[src/rtl/conv_window_engine.sv]
// conv_window_engine: sequential 2-D convolution over an IMG_N x IMG_N image with a K x K kernel.
// Each valid window is computed with one multiply-accumulate per cycle, in raster window order.
// Each window result is presented on a valid/ready port.
//
// Optional feature macro: CONV_SAT_EN
//   defined   -> out_data saturates at 2^ACC_W-1
//   undefined -> out_data is the accumulator modulo 2^ACC_W (wrap-around)
//
// Ports:
//   clk, rst                 clock (rising edge), asynchronous active-low reset
//   img_wr_en/addr/data      pixel write port, raster address row*IMG_N+col, accepted only in idle
//   ker_wr_en/addr/data      coefficient write port, raster address row*K+col, accepted only in idle
//   start                    begin a pass (sampled only in idle)
//   busy                     pass in progress (MAC or result-output phase)
//   done                     one-cycle pulse after the final result handshake
//   out_valid/out_ready      result handshake
//   out_data/out_row/out_col window result and its window coordinates
module conv_window_engine #(
  parameter int unsigned DATA_W = 8,
  parameter int unsigned IMG_N  = 4,
  parameter int unsigned K      = 3,
  parameter int unsigned ACC_W  = 8
) (
  input  logic                             clk,
  input  logic                             rst,
  input  logic                             img_wr_en,
  input  logic [$clog2(IMG_N*IMG_N)-1:0]   img_wr_addr,
  input  logic [DATA_W-1:0]                img_wr_data,
  input  logic                             ker_wr_en,
  input  logic [$clog2(K*K)-1:0]           ker_wr_addr,
  input  logic [DATA_W-1:0]                ker_wr_data,
  input  logic                             start,
  output logic                             busy,
  output logic                             done,
  output logic                             out_valid,
  input  logic                             out_ready,
  output logic [ACC_W-1:0]                 out_data,
  output logic [$clog2(IMG_N-K+1):0]       out_row,
  output logic [$clog2(IMG_N-K+1):0]       out_col
);

  localparam int unsigned NumPix  = IMG_N * IMG_N;
  localparam int unsigned NumCoef = K * K;
  localparam int unsigned NumWin  = IMG_N - K + 1;
  localparam int unsigned PixAw   = $clog2(NumPix);
  localparam int unsigned CoefAw  = $clog2(NumCoef);
  localparam int unsigned WinW    = $clog2(NumWin) + 1;
  localparam int unsigned KW      = $clog2(K) + 1;
  // Wide enough to hold the sum of K*K full-scale products without overflow.
  localparam int unsigned SumW    = 2 * DATA_W + $clog2(NumCoef);

  typedef enum logic [1:0] {StIdle, StMac, StOut, StFin} state_e;

  state_e                state_q, state_d;
  logic [DATA_W-1:0]     img_q [NumPix];
  logic [DATA_W-1:0]     ker_q [NumCoef];
  logic [WinW-1:0]       row_q, row_d, col_q, col_d;
  logic [KW-1:0]         kr_q, kr_d, kc_q, kc_d;
  logic [SumW-1:0]       acc_q, acc_d;
  logic [ACC_W-1:0]      out_data_q, out_data_d;

  logic [PixAw-1:0]      img_idx;
  logic [CoefAw-1:0]     ker_idx;
  logic [2*DATA_W-1:0]   prod;
  logic [SumW-1:0]       mac_sum;
  logic [ACC_W-1:0]      mac_res;
  logic                  last_win;

  // Storage is deliberately not reset; contents survive a reset.
  always_ff @(posedge clk) begin
    if (state_q == StIdle) begin
      if (img_wr_en && (32'(img_wr_addr) < NumPix)) img_q[img_wr_addr] <= img_wr_data;
      if (ker_wr_en && (32'(ker_wr_addr) < NumCoef)) ker_q[ker_wr_addr] <= ker_wr_data;
    end
  end

  always_comb begin
    img_idx = PixAw'((32'(row_q) + 32'(kr_q)) * IMG_N + 32'(col_q) + 32'(kc_q));
    ker_idx = CoefAw'(32'(kr_q) * K + 32'(kc_q));
    prod    = (2 * DATA_W)'(img_q[img_idx]) * (2 * DATA_W)'(ker_q[ker_idx]);
    mac_sum = acc_q + SumW'(prod);
`ifdef CONV_SAT_EN
    if (mac_sum > SumW'({ACC_W{1'b1}})) mac_res = {ACC_W{1'b1}};
    else                                mac_res = mac_sum[ACC_W-1:0];
`else
    mac_res = mac_sum[ACC_W-1:0];
`endif
    last_win = (row_q == WinW'(NumWin - 1)) && (col_q == WinW'(NumWin - 1));
  end

  always_comb begin
    state_d    = state_q;
    row_d      = row_q;
    col_d      = col_q;
    kr_d       = kr_q;
    kc_d       = kc_q;
    acc_d      = acc_q;
    out_data_d = out_data_q;
    unique case (state_q)
      StIdle: begin
        if (start) begin
          state_d = StMac;
          row_d   = '0;
          col_d   = '0;
          kr_d    = '0;
          kc_d    = '0;
          acc_d   = '0;
        end
      end
      StMac: begin
        acc_d = mac_sum;
        if (kc_q == KW'(K - 1)) begin
          kc_d = '0;
          if (kr_q == KW'(K - 1)) begin
            kr_d       = '0;
            state_d    = StOut;
            out_data_d = mac_res;
          end else begin
            kr_d = kr_q + 1'b1;
          end
        end else begin
          kc_d = kc_q + 1'b1;
        end
      end
      StOut: begin
        if (out_ready) begin
          if (last_win) begin
            state_d = StFin;
          end else begin
            state_d = StMac;
            acc_d   = '0;
            if (col_q == WinW'(NumWin - 1)) begin
              col_d = '0;
              row_d = row_q + 1'b1;
            end else begin
              col_d = col_q + 1'b1;
            end
          end
        end
      end
      StFin:   state_d = StIdle;
      default: state_d = StIdle;
    endcase
  end

  always_ff @(posedge clk or negedge rst) begin
    if (!rst) begin
      state_q    <= StIdle;
      row_q      <= '0;
      col_q      <= '0;
      kr_q       <= '0;
      kc_q       <= '0;
      acc_q      <= '0;
      out_data_q <= '0;
    end else begin
      state_q    <= state_d;
      row_q      <= row_d;
      col_q      <= col_d;
      kr_q       <= kr_d;
      kc_q       <= kc_d;
      acc_q      <= acc_d;
      out_data_q <= out_data_d;
    end
  end

  assign busy      = (state_q == StMac) || (state_q == StOut);
  assign done      = (state_q == StFin);
  assign out_valid = (state_q == StOut);
  assign out_data  = out_data_q;
  assign out_row   = row_q;
  assign out_col   = col_q;

endmodule
[config.mk]
export PLATFORM = sky130hd
export DESIGN_NAME = conv_window_engine
export DESIGN_NICKNAME = d
export VERILOG_FILES = /design/src/rtl/conv_window_engine.sv
export SDC_FILE = /design/constraint.sdc
export NUM_CORES = 1
export LEC_CHECK = 0
export BUFFER_PORTS_ARGS = -buffer_cell sky130_fd_sc_hd__buf_4
export CAP_MARGIN = 10
export CORE_MARGIN = 3
export CORE_UTILIZATION = 50
export CTS_CLUSTER_DIAMETER = 100
export CTS_CLUSTER_SIZE = 14
export DETAILED_ROUTE_END_ITERATION = 8
export GPL_TIMING_DRIVEN = 0
export HOLD_SLACK_MARGIN = 0.12
export PLACE_DENSITY = 0.64
export SYNTH_ARGS = -nofsm -noshare
export SYNTH_HDL_FRONTEND = slang
export SYNTH_SLANG_ARGS = --single-unit
[constraint.sdc]
create_clock -name clk -period 15.3 [get_ports clk]
set_input_delay 1.53 -clock clk [delete_from_list [all_inputs] [get_ports clk]]
set_output_delay 1.53 -clock clk [all_outputs]
set_load 0.02 [all_outputs]
==> run_summary.xml <==
<?xml version="1.0" encoding="UTF-8"?>
<metrics>
  <group name="die">
    <metric name="core.rowCount" unit="">52</metric>
    <metric name="floorplan.initialDensity" unit="">0.511</metric>
    <metric name="die_width" unit="um">150</metric>
    <metric name="floorplan.die_area" unit="mm2">0.0225</metric>
    <metric name="coreArea" unit="mm2">0.0203</metric>
    <metric name="chipHeight" unit="um">150</metric>
    <metric name="io_pins" unit="">45</metric>
  </group>
  <group name="sta">
    <metric name="setup_viol_count_final" unit="">0</metric>
    <metric name="post-route-min-period" unit="ps">7310</metric>
    <metric name="max-slew-margin-rel" unit="">0.343</metric>
    <metric name="hold_fails_final_rpt" unit="">0</metric>
    <metric name="worst_hold_slack" unit="ps">481</metric>
    <metric name="setup_tns" unit="ps">0</metric>
    <metric name="worst_pin_slew" unit="ps">978</metric>
    <metric name="period_utilisation_layout" unit="">0.477</metric>
    <metric name="timing_max_transition_violations_final" unit="">0</metric>
    <metric name="timing.fmax" unit="MHz">137</metric>
    <metric name="setup_repair_after_global_routing_missed_its_margin" unit="">false</metric>
    <metric name="skew" unit="ps">15.6</metric>
  </group>
  <group name="flow_run">
    <metric name="max_cap_viol_count" unit="">0</metric>
  </group>
  <group name="global_routing">
    <metric name="grt_first_pass_wirelength" unit="um">31600</metric>
    <metric name="gr-total-overflow" unit="">0</metric>
    <metric name="grt.total_usage" unit="">0.185</metric>
    <metric name="number_of_antenna_violations_at_the_first_check_in_global_routing" unit="">1</metric>
    <metric name="grt_max_degree" unit="">29</metric>
    <metric name="grt_pass1_vias" unit="">5693</metric>
  </group>
  <group name="place">
    <metric name="finalWeightedCongestion" unit="">0.793</metric>
    <metric name="hpwl" unit="um">14000</metric>
    <metric name="buffer_ports.inserted" unit="">44</metric>
  </group>
  <group name="layout">
    <metric name="fraction_of_final_layout_cells_sized_beyond_drive_strength_1" unit="">0.203</metric>
    <metric name="antennaDiodeCount" unit="">0</metric>
    <metric name="layout-area-overhead-vs-synth" unit="%">12.6</metric>
    <metric name="utilization" unit="">0.575</metric>
    <metric name="final_nets" unit="">769</metric>
  </group>
  <group name="logic_synthesis">
    <metric name="synth_edf_count" unit="">200</metric>
    <metric name="synth_async_sr_flop_share" unit="">0.123</metric>
    <metric name="postSynthRegisterBits" unit="">228</metric>
    <metric name="synth_top_area_cell" unit="">edfxtp_1</metric>
    <metric name="ys_seq_area_frac" unit="">0.647</metric>
    <metric name="syn-mean-instance-area" unit="um2">16.8</metric>
    <metric name="synthesis.instances" unit="">618</metric>
    <metric name="synth_area_leaders" unit="">edfxtp_1 (58%), mux4_2 (10%), dfrtp_1 (6.8%), fa_1 (4.2%), ha_1 (3.7%)</metric>
    <metric name="synth.top_cells.by_count" unit="">edfxtp_1 (200), nand2_1 (48), mux4_2 (47), inv_1 (45), ha_1 (31)</metric>
    <metric name="syn_nets" unit="">701</metric>
    <metric name="yosys.cell_count.top_type" unit="">edfxtp_1</metric>
    <metric name="synth.top_cell.area_share" unit="">0.579</metric>
    <metric name="ys_warn_count" unit="">0</metric>
    <metric name="ys_types" unit="">45</metric>
    <metric name="postSynth.topFlopCell" unit="">edfxtp_1</metric>
    <metric name="synthesis.area" unit="mm2">0.0104</metric>
  </group>
  <group name="min_path">
    <metric name="timing.hold.worst.class" unit="">register to register</metric>
  </group>
  <group name="clock_network">
    <metric name="h-tree-depth" unit="">1</metric>
    <metric name="clock_tree.buffer_depth" unit="">3</metric>
    <metric name="clock_tree_from_tritoncts" unit="">done</metric>
    <metric name="clk_pin_slew" unit="ps">70</metric>
    <metric name="clock-root-buffer" unit="">clkbuf_16</metric>
    <metric name="clkSinkCount" unit="">228</metric>
    <metric name="cts_post_setup_buffers_inserted" unit="">0</metric>
    <metric name="insertion_delay_of_the_later_clocked_pin_in_the_worst_skew_pair" unit="ps">490</metric>
    <metric name="cts.repair.resized" unit="">0</metric>
    <metric name="cts_hold_buffers" unit="">0</metric>
    <metric name="cts_inserted_buffers" unit="">20</metric>
  </group>
  <group name="routing">
    <metric name="drt_pre_antenna_iters" unit="">5</metric>
    <metric name="via_count" unit="">5365</metric>
    <metric name="routed_via_density" unit="">5.53</metric>
    <metric name="drc" unit="">0</metric>
    <metric name="drt-initial-drc-count" unit="">253</metric>
    <metric name="finalWirelength" unit="um">19900</metric>
    <metric name="wire_per_inst" unit="um">20.5</metric>
    <metric name="antenna_violating_nets_post_route" unit="">0</metric>
  </group>
  <group name="setup_path">
    <metric name="end_kind" unit="">register</metric>
    <metric name="timing.critical_path.required" unit="ps">15710</metric>
    <metric name="timing.critical_path.from_type" unit="">register</metric>
    <metric name="critical_path_arrival" unit="ps">7710</metric>
    <metric name="critical_path_class" unit="">register to register</metric>
    <metric name="worst-r2r-setup-slack" unit="ps">7990</metric>
    <metric name="worst_path_max_fanout" unit="">10</metric>
  </group>
  <group name="run_status">
    <metric name="run_status" unit="">completed</metric>
  </group>
</metrics>
-- logic make-up after synthesis --
logic type | share of synthesized area
adders and majority gates | 0.0799
DFF | 0.647
and+or+nand+nor | 0.0583
xor gates and xnor gates | 0.0241
buffers and inverters | 0.0241
muxes | 0.141
AOI/OAI and AO/OA | 0.0258
-- through the flow --
| step | cells | area [um2] | setup slack [ps] |
|---|---|---|---|
| global placement | 932 | 11000 | 8120 |
| floorplan | 618 | 10400 | 8980 |
| global route | 970 | 11700 | 7470 |
| CTS | 970 | 11700 | 7940 |
| finish | 970 | 11700 | 7990 |
| detailed placement | 934 | 11100 | 7960 |
-- per-layer routing --
| metal | vias to the layer above | track usage | wire, um |
|---|---|---|---|
| met1 | 2754 | 0.235 | 8080 |
| met5 | - | 0 | 13 |
| li1 | 2471 | - | - |
| met3 | 34 | 0.0279 | 805 |
| met2 | 104 | 0.330 | 10400 |
| met4 | 2 | 0.0549 | 580 |
-- final timing paths --
kind	end	startpoint	depth (start not counted)
min in group asynchronous	out_data[7]	rst	1
min reg2reg	acc_q[0]	acc_q[0]	2
max	acc_q[7]	kc_q[1]	24
min	acc_q[0]	acc_q[0]	2
max in group asynchronous	out_row[0]	rst	1
max reg2reg	acc_q[7]	kc_q[1]	24
-- cells in the final DEF (no fill, tap or decap), drive strengths merged, types with 7 or more instances in the layout --
master,synthesis,layout
mux2,7,7
nand3,9,9
inv,45,46
nand2,49,49
fa,22,22
ha,31,31
nor2,28,28
clkbuf,4,39
edfxtp,200,200
nand2b,11,11
xnor2,18,18
o21ai,22,22
mux4,52,52
dfrtp,28,28
and2,7,7
nor3,10,10
mux2i,19,19
a21oi,8,8
buf,11,57
-- state kept, by name (all words and copies together), names as in the netlist --
name	cells
out_row	2
out_col	2
acc_q	8
img_q	128
ker_q	72
kr_q	3
kc_q	3
out_data	8
state_q	2
-- area by class of cell --
class	count	area, um2
repair buffers	46	345
well taps	270	338
plain buffers	15	81.3
clock buffers	35	578
multi-input cells	330	3440
clock inverters	1	11.3
flip-flops and latches	228	6710
inverters	45	169
fillers	1580	8630
-- worst max-delay path, cell delays in order, from the launching register on --
cell and delay (ps):
dfrtp_1 490, inv_1 150, fa_1 500, inv_1 40
ha_1 260, buf_2 200, buf_1 590, mux4_2 350
mux2i_1 80, o21ai_1 590, nand2_1 160, fa_1 540
inv_1 50, fa_1 470, ha_1 300, inv_1 60
fa_1 520, inv_1 70, fa_1 460, a21o_1 170
a21oi_1 210, xnor2_1 200, xnor2_2 160, xnor3_1 400
o31ai_2 190
Power is not shown: default switching activity piles up to over one toggle a cycle in this logic, so the estimate is an artifact.
